$ cat config.mk
export PLATFORM = sky130hd
export DESIGN_NAME = frog_move_ctrl
export DESIGN_NICKNAME = d
export VERILOG_FILES = /design/src/rtl/frogger_pkg.sv /design/src/rtl/frog_repeat_timer.sv /design/src/rtl/frog_move_ctrl.sv
export SDC_FILE = /design/constraint.sdc
export NUM_CORES = 1
export LEC_CHECK = 0
export ABC_AREA = 1
export CAP_MARGIN = 20
export CORE_MARGIN = 3
export CORE_UTILIZATION = 55
export DETAILED_ROUTE_END_ITERATION = 6
export GPL_TIMING_DRIVEN = 0
export HOLD_SLACK_MARGIN = 0.02
export PLACE_DENSITY = 0.74
export SLEW_MARGIN = 20
export SYNTH_ARGS = -nofsm -noshare
export SYNTH_HDL_FRONTEND = slang
export SYNTH_SLANG_ARGS = --single-unit
$ cat constraint.sdc
create_clock -name i_Clk -period 3.3 [get_ports i_Clk]
set_input_delay 0.66 -clock i_Clk [delete_from_list [all_inputs] [get_ports i_Clk]]
set_output_delay 0.66 -clock i_Clk [all_outputs]
set_load 0.05 [all_outputs]
$ cat src/rtl/frogger_pkg.sv
// Frogger parameters shared by the movement, rendering and collision logic.
package frogger_pkg;

  localparam int GRID_W_DEF        = 10;
  localparam int GRID_H_DEF        = 15;
  localparam int START_X_DEF       = 4;
  localparam int START_Y_DEF       = 14;
  localparam int REPEAT_DELAY_DEF  = 12_500_000;
  localparam int REPEAT_PERIOD_DEF = 5_000_000;

  typedef enum logic [1:0] {
    ST_IDLE   = 2'd0,
    ST_HOLD   = 2'd1,
    ST_REPEAT = 2'd2
  } move_state_e;

  // Bit positions in the packed switch vector {Right, Left, Down, Up}.
  typedef enum logic [1:0] {
    DIR_UP    = 2'd0,
    DIR_DOWN  = 2'd1,
    DIR_LEFT  = 2'd2,
    DIR_RIGHT = 2'd3
  } dir_e;

  function automatic int max_int(input int a, input int b);
    return (a > b) ? a : b;
  endfunction

  // Up > Down > Left > Right when several switches rise together.
  function automatic dir_e pick_dir(input logic [3:0] rise);
    if (rise[0]) return DIR_UP;
    if (rise[1]) return DIR_DOWN;
    if (rise[2]) return DIR_LEFT;
    return DIR_RIGHT;
  endfunction

endpackage

$ cat src/rtl/frog_repeat_timer.sv
// Hold / auto-repeat timer: counts up from zero while enabled and flags the
// terminal count for either the initial delay or the repeat period.
module frog_repeat_timer
  import frogger_pkg::*;
#(
  parameter int DELAY  = REPEAT_DELAY_DEF,
  parameter int PERIOD = REPEAT_PERIOD_DEF
) (
  input  logic i_Clk,
  input  logic i_Rst_L,
  input  logic i_Clear,
  input  logic i_Select_Period,
  input  logic i_Enable,
  output logic o_Terminal
);

  localparam int CW = $clog2(max_int(DELAY, PERIOD) + 1);
  localparam logic [CW-1:0] CNT_MAX = '1;

  logic [CW-1:0] cnt_q, cnt_d;
  logic [CW-1:0] limit;

  assign limit      = i_Select_Period ? CW'(PERIOD - 1) : CW'(DELAY - 1);
  assign o_Terminal = i_Enable && (cnt_q == limit);

  // Next count: clear wins, otherwise count up and stick at all-ones.
  always_comb begin
    cnt_d = cnt_q;
    if (i_Clear) begin
      cnt_d = '0;
    end else if (i_Enable && (cnt_q != CNT_MAX)) begin
      cnt_d = cnt_q + CW'(1);
    end
  end

  // Count register.
  always_ff @(posedge i_Clk or negedge i_Rst_L) begin
    if (!i_Rst_L) cnt_q <= '0;
    else          cnt_q <= cnt_d;
  end

endmodule

$ cat src/rtl/frog_move_ctrl.sv
// Frog movement controller: turns the four direction switches into single
// moves with hold-to-repeat, clamps at the playfield edges and flags a win.
//
//   state     | meaning
//   ----------+-----------------------------------------------------------
//   ST_IDLE   | waiting for a rising edge on any direction switch
//   ST_HOLD   | latched direction held, waiting for the first auto-repeat
//   ST_REPEAT | latched direction still held, moving every repeat period
module frog_move_ctrl
  import frogger_pkg::*;
#(
  parameter int GRID_W        = GRID_W_DEF,
  parameter int GRID_H        = GRID_H_DEF,
  parameter int START_X       = START_X_DEF,
  parameter int START_Y       = START_Y_DEF,
  parameter int REPEAT_DELAY  = REPEAT_DELAY_DEF,
  parameter int REPEAT_PERIOD = REPEAT_PERIOD_DEF,
  localparam int XW = $clog2(GRID_W),
  localparam int YW = $clog2(GRID_H)
) (
  input  logic          i_Clk,
  input  logic          i_Rst_L,
  input  logic          i_Up,
  input  logic          i_Down,
  input  logic          i_Left,
  input  logic          i_Right,
  input  logic          i_Enable,
  input  logic          i_Frog_Reset,
  output logic [XW-1:0] o_Frog_X,
  output logic [YW-1:0] o_Frog_Y,
  output logic          o_Move_Pulse,
  output logic          o_Win
);

  logic [3:0]    sw_cur, prev_q, rise;
  move_state_e   state_q, state_d;
  dir_e          dir_q, dir_d, move_dir;
  logic [XW-1:0] x_q, x_d;
  logic [YW-1:0] y_q, y_d;
  logic          pulse_q, pulse_d;
  logic          win_q, win_d;
  logic          move_req, held;
  logic          tmr_clear, tmr_sel, tmr_en, tmr_tc;

  assign sw_cur = {i_Right, i_Left, i_Down, i_Up};
  assign rise   = sw_cur & ~prev_q;
  assign held   = sw_cur[dir_q];

  frog_repeat_timer #(
    .DELAY  (REPEAT_DELAY),
    .PERIOD (REPEAT_PERIOD)
  ) u_timer (
    .i_Clk           (i_Clk),
    .i_Rst_L         (i_Rst_L),
    .i_Clear         (tmr_clear),
    .i_Select_Period (tmr_sel),
    .i_Enable        (tmr_en),
    .o_Terminal      (tmr_tc)
  );

  // Next state, timer control and move arithmetic with edge clamping.
  always_comb begin
    state_d   = state_q;
    dir_d     = dir_q;
    x_d       = x_q;
    y_d       = y_q;
    pulse_d   = 1'b0;
    win_d     = 1'b0;
    move_req  = 1'b0;
    move_dir  = dir_q;
    tmr_clear = 1'b0;
    tmr_en    = (state_q != ST_IDLE);
    tmr_sel   = (state_q == ST_REPEAT);

    if (i_Frog_Reset) begin
      x_d       = XW'(START_X);
      y_d       = YW'(START_Y);
      state_d   = ST_IDLE;
      tmr_clear = 1'b1;
    end else if (!i_Enable) begin
      state_d   = ST_IDLE;
      tmr_clear = 1'b1;
    end else begin
      case (state_q)
        ST_IDLE: begin
          tmr_clear = 1'b1;
          if (|rise) begin
            move_req = 1'b1;
            move_dir = pick_dir(rise);
            dir_d    = move_dir;
            state_d  = ST_HOLD;
          end
        end
        ST_HOLD: begin
          if (!held) begin
            state_d   = ST_IDLE;
            tmr_clear = 1'b1;
          end else if (tmr_tc) begin
            move_req  = 1'b1;
            tmr_clear = 1'b1;
            state_d   = ST_REPEAT;
          end
        end
        ST_REPEAT: begin
          if (!held) begin
            state_d   = ST_IDLE;
            tmr_clear = 1'b1;
          end else if (tmr_tc) begin
            move_req  = 1'b1;
            tmr_clear = 1'b1;
          end
        end
        default: begin
          state_d   = ST_IDLE;
          tmr_clear = 1'b1;
        end
      endcase
    end

    // A blocked move still advances the FSM; it just produces no strobe.
    if (move_req) begin
      unique case (move_dir)
        DIR_UP: begin
          if (y_q != '0) begin
            y_d     = y_q - YW'(1);
            pulse_d = 1'b1;
          end
        end
        DIR_DOWN: begin
          if (y_q != YW'(GRID_H - 1)) begin
            y_d     = y_q + YW'(1);
            pulse_d = 1'b1;
          end
        end
        DIR_LEFT: begin
          if (x_q != '0) begin
            x_d     = x_q - XW'(1);
            pulse_d = 1'b1;
          end
        end
        DIR_RIGHT: begin
          if (x_q != XW'(GRID_W - 1)) begin
            x_d     = x_q + XW'(1);
            pulse_d = 1'b1;
          end
        end
      endcase
      win_d = pulse_d && (y_d == '0);
    end
  end

  // State, position, strobes and previous switch levels.
  always_ff @(posedge i_Clk or negedge i_Rst_L) begin
    if (!i_Rst_L) begin
      state_q <= ST_IDLE;
      dir_q   <= DIR_UP;
      x_q     <= XW'(START_X);
      y_q     <= YW'(START_Y);
      pulse_q <= 1'b0;
      win_q   <= 1'b0;
      prev_q  <= '0;
    end else begin
      state_q <= state_d;
      dir_q   <= dir_d;
      x_q     <= x_d;
      y_q     <= y_d;
      pulse_q <= pulse_d;
      win_q   <= win_d;
      prev_q  <= sw_cur;
    end
  end

  assign o_Frog_X     = x_q;
  assign o_Frog_Y     = y_q;
  assign o_Move_Pulse = pulse_q;
  assign o_Win        = win_q;

endmodule

==> flow_summary_export.csv, run 1 <==
group,metric,value,unit
routing,detail_route.wirelength,8250,um
cts,cts_num_sinks,42,
worst_setup_path,worst_ep_required_time,2.64,ns
layout,nNetsFinal,534,
synthesis,synth.cell_area,3260,um2
global_routing,grt_start_max_net_pins,24,
worst_setup_path,max_stage_delay,0.82,ns
worst_setup_path,setup.worst_path.end_class,"primary output",
worst_setup_path,cp_max_fo,8,
timing,finalSetupViolCount,0,
power,p_clk_share,26.5,%
timing,tightestPinTransition,0.544,ns
power,swShare,36.4,%
power,power,1.34,mW
cts,tritoncts_clock_tree,"yes",
die,floorplan.initialDensity,58.1,%
synthesis,yosysUniqueCellTypes,37,
placed_design,numPortBuffers,16,
timing,final_hold_viol_count,0,
worst_setup_path,cp.arrival,1.72,ns
synthesis,synth.avg_cell_area,6.63,um2
synthesis,synth.yosys.warnings,0,
layout,syn_to_final_growth,11.2,%
die,fp.dieH,83.0,um
die,core-area,5610,um2
global_routing,gr-total-overflow,0,
synthesis,yosysSeqAreaShare,32.4,%
worst_setup_path,crit_chain,"clkdlybuf4s50_1",
timing,slew_headroom,63.7,%
worst_setup_path,worst_path_dominant_cell_family,"buffers and inverters",
routing,number_of_vias_in_the_routed_layout,3217,
timing,min_period_over_period,72.2,%
job,drv_cap,0,
cts,post_cts_setup_driven_buffer_insertion_count,0,
routing,wl_per_cell,14.0,um
synthesis,post_synthesis_sequential_element_count,42,
die,rows,27,
outcome,status,"complete, no violations",
power,power_per_cell_area,370,nW/um2
power,p_seq_share,42.7,%
routing,avgViaCountPerCell,5.47,
worst_setup_path,worstSetupStartpoint,"o_Frog_Y[2]",
worst_setup_path,crit_type,"reg2out",
timing,max_freq,0.420,GHz
synthesis,mappedNetlistNets,510,
cts,clock_insertion_delay_worst_skew,0.30,ns
layout,layout.filler_cells,529,
cts,clk_root_buffer_cell,"sky130_fd_sc_hd__clkbuf_8",
global_routing,first_global_vias,2986,
worst_hold_path,worstHoldPathType,"in2async",
routing,drtAntennaViolNets,0,
timing,unrepaired_setup_endpoints_after_global_routing,"no",
layout,final_layout_size_suffix_gt1_share,10.1,%
power,p_int,0.852,mW
global_routing,initial_antenna_violation_count,0,
placed_design,routabilityCongestion,0.990,
routing,first_iter_violations,392,
routing,first_pass_iters,5,
timing,finalSetupTns,0,ns
die,die-area,6880,um2
worst_setup_path,critPathLaunchType,"register",
global_routing,grt_first_pass_wirelength,14000,um
placed_design,dp_hpwl,6210,um
die,io_pins,18,
worst_setup_path,worst_path_max_delay_cell,"sky130_fd_sc_hd__clkdlybuf4s50_1",
cts,cts_hold_bufs,0,
power,p_comb_share,30.8,%
power,worst_ir_drop_vdd,0.230,mV
power,total_switching_power,0.487,mW
worst_setup_path,worst-path-buf-inv,1,
timing,layout_min_cycle_time,2.38,ns
synthesis,synthCells,491,
die,die_width,83.0,um
global_routing,grt_use_total,24.6,%
cts,cts.htree.levels,2,
timing,clk_skew,0.0103,ns
timing,final_max_slew_viol_count,0,
cts,max-clock-path-buffers,2,
worst_setup_path,rr_startpoint,"u_timer.cnt_q[0]",
routing,remaining_drc_errors,0,
cts,cts_resized,0,
cts,cts.reportedPaths.clkPinSlew,0.08,ns
layout,antenna_cells_inserted,0,
power,power_leakage,1.66,nW
cts,clock_buffer_count_from_cts,5,
-- registers in the layout, indices dropped and copies added, names as in the netlist --
register       flops
state_q            2
o_Frog_X           4
u_timer.cnt_q     24
o_Move_Pulse       1
o_Win              1
o_Frog_Y           4
prev_q             4
dir_q              2
-- cell usage after synthesis (all sizes together) --
master / instances / area (um2)
a21oi: 18 / 105
nor3b: 1 / 7.51
o21ai: 30 / 150
nand2: 154 / 633
nand4: 17 / 106
nand3: 43 / 225
nand3b: 3 / 22.5
clkbuf: 1 / 3.75
a21boi: 1 / 7.51
ha: 11 / 138
o211ai: 2 / 15.0
or2: 1 / 6.26
o31ai: 1 / 7.51
inv: 69 / 262
dfrtp: 38 / 951
o22ai: 2 / 12.5
buf: 8 / 58.8
nor2: 64 / 287
dfstp: 4 / 105
xnor2: 1 / 8.76
a31oi: 1 / 6.26
nor3: 13 / 70.1
o21bai: 1 / 7.51
xor2: 7 / 61.3
-- kinds of logic after synthesis --
logic type | Yosys count | share of synthesized area [%]
buf+inv | 78 | 9.95
xor+xnor | 8 | 2.15
flops | 42 | 32.4
fa+ha+maj | 11 | 4.23
simple gates | 296 | 41.7
compound gates | 56 | 9.57
-- cells in the final DEF (no fill, tap or decap), drive strengths merged --
| cell | Yosys | final |
|---|---|---|
| nor2 | 64 | 64 |
| nand4 | 17 | 17 |
| ha | 11 | 11 |
| clkbuf | 1 | 8 |
| clkdlybuf4s50 | 0 | 15 |
| xor2 | 7 | 7 |
| o31ai | 1 | 1 |
| o21bai | 1 | 1 |
| a31oi | 1 | 1 |
| nand2 | 154 | 154 |
| o21ai | 30 | 30 |
| buf | 8 | 10 |
| nand3 | 43 | 43 |
| nor3 | 13 | 13 |
| o22ai | 2 | 2 |
| dfstp | 4 | 4 |
| a21boi | 1 | 1 |
| xnor2 | 1 | 1 |
| nand3b | 3 | 3 |
| nor3b | 1 | 1 |
| inv | 69 | 69 |
| a21oi | 18 | 18 |
| or2 | 1 | 1 |
| clkinv | 0 | 1 |
| o211ai | 2 | 2 |
| dfrtp | 38 | 38 |
-- routing by layer --
metal | GRT usage, % | vias up | part of all wire [%]
met2 | 36.0 | 135 | 43
met3 | 6.15 | 12 | 8.7
li1 | - | 1624 | -
met5 | 0 | - | 0
met1 | 36.4 | 1446 | 47
met4 | 5.94 | 0 | 1.4
-- area by class of cell --
type | count | area [um2] | area share [%]
Multi-Input combinational cell | 371 | 1880 | 51.8
Sequential cell | 42 | 1060 | 29.2
Clock buffer | 7 | 86.3 | 2.38
Tap cell | 72 | 90.1 | 2.49
Inverter | 69 | 262 | 7.22
Timing Repair Buffer | 17 | 183 | 5.04
Buffer | 9 | 62.6 | 1.73
Clock inverter | 1 | 5.00 | 0.138
-- through the flow --
| step | worst slack (ns) | area (um2) | hold slack, ns | instances | utilization (%) |
|---|---|---|---|---|---|
| 6_report | 0.917 | 3620 | 0.331 | 588 | 64.6 |
| 5_1_grt | 0.864 | 3620 | 0.364 | 588 | 64.6 |
| 4_1_cts | 0.906 | 3620 | 0.342 | 588 | 64.6 |
| 3_5_place_dp | 0.923 | 3530 | 0.538 | 580 | 62.9 |
| 3_3_place_gp | 0.417 | 3510 | 0.516 | 579 | 62.5 |
| 2_1_floorplan | 1.42 | 3260 | 0.364 | 491 | - |
-- power groups by stage --
stage	sequential, mW	combinational, mW	clock [mW]
2_1_floorplan	0.622	0.254	0
3_3_place_gp	0.582	0.399	0
3_5_place_dp	0.582	0.405	0
4_1_cts	0.572	0.408	0.365
5_1_grt	0.578	0.455	0.387
6_report	0.572	0.412	0.355
-- worst paths after layout --
check / slack [ns] / depth (start not counted) / endpoint
worst max-delay path: 0.92 / 1 / o_Frog_Y[2]
worst min-delay path: 0.33 / 1 / u_timer.cnt_q[5]
worst max register to register: 1.15 / 11 / u_timer.cnt_q[14]
worst min register to register: 0.55 / 1 / u_timer.cnt_q[0]
max in group asynchronous: 2.38 / 2 / o_Frog_Y[2]
min in group i_Clk: 0.55 / 1 / u_timer.cnt_q[0]
Note: power is estimated with default switching activity, not from simulation.
==> run 2: changes to the inputs <==
==> constraint.sdc (replaced) <==
create_clock -name i_Clk -period 2.5 [get_ports i_Clk]
set_input_delay 0.5 -clock i_Clk [delete_from_list [all_inputs] [get_ports i_Clk]]
set_output_delay 0.5 -clock i_Clk [all_outputs]
set_load 0.05 [all_outputs]
==> results of run 2 <==
Same layout as run 1 (identical final DEF). Status: complete, no violations.
Among the figures that moved: setup slack after placement 0.923 ns -> 0.283 ns; setup slack after layout 0.917 ns -> 0.277 ns; hold slack 0.331 ns -> 0.171 ns; register-to-register setup slack 1.15 ns -> 0.35 ns; total power 1.34 mW -> 1.77 mW; worst IR drop on VDD 0.230 mV -> 0.304 mV
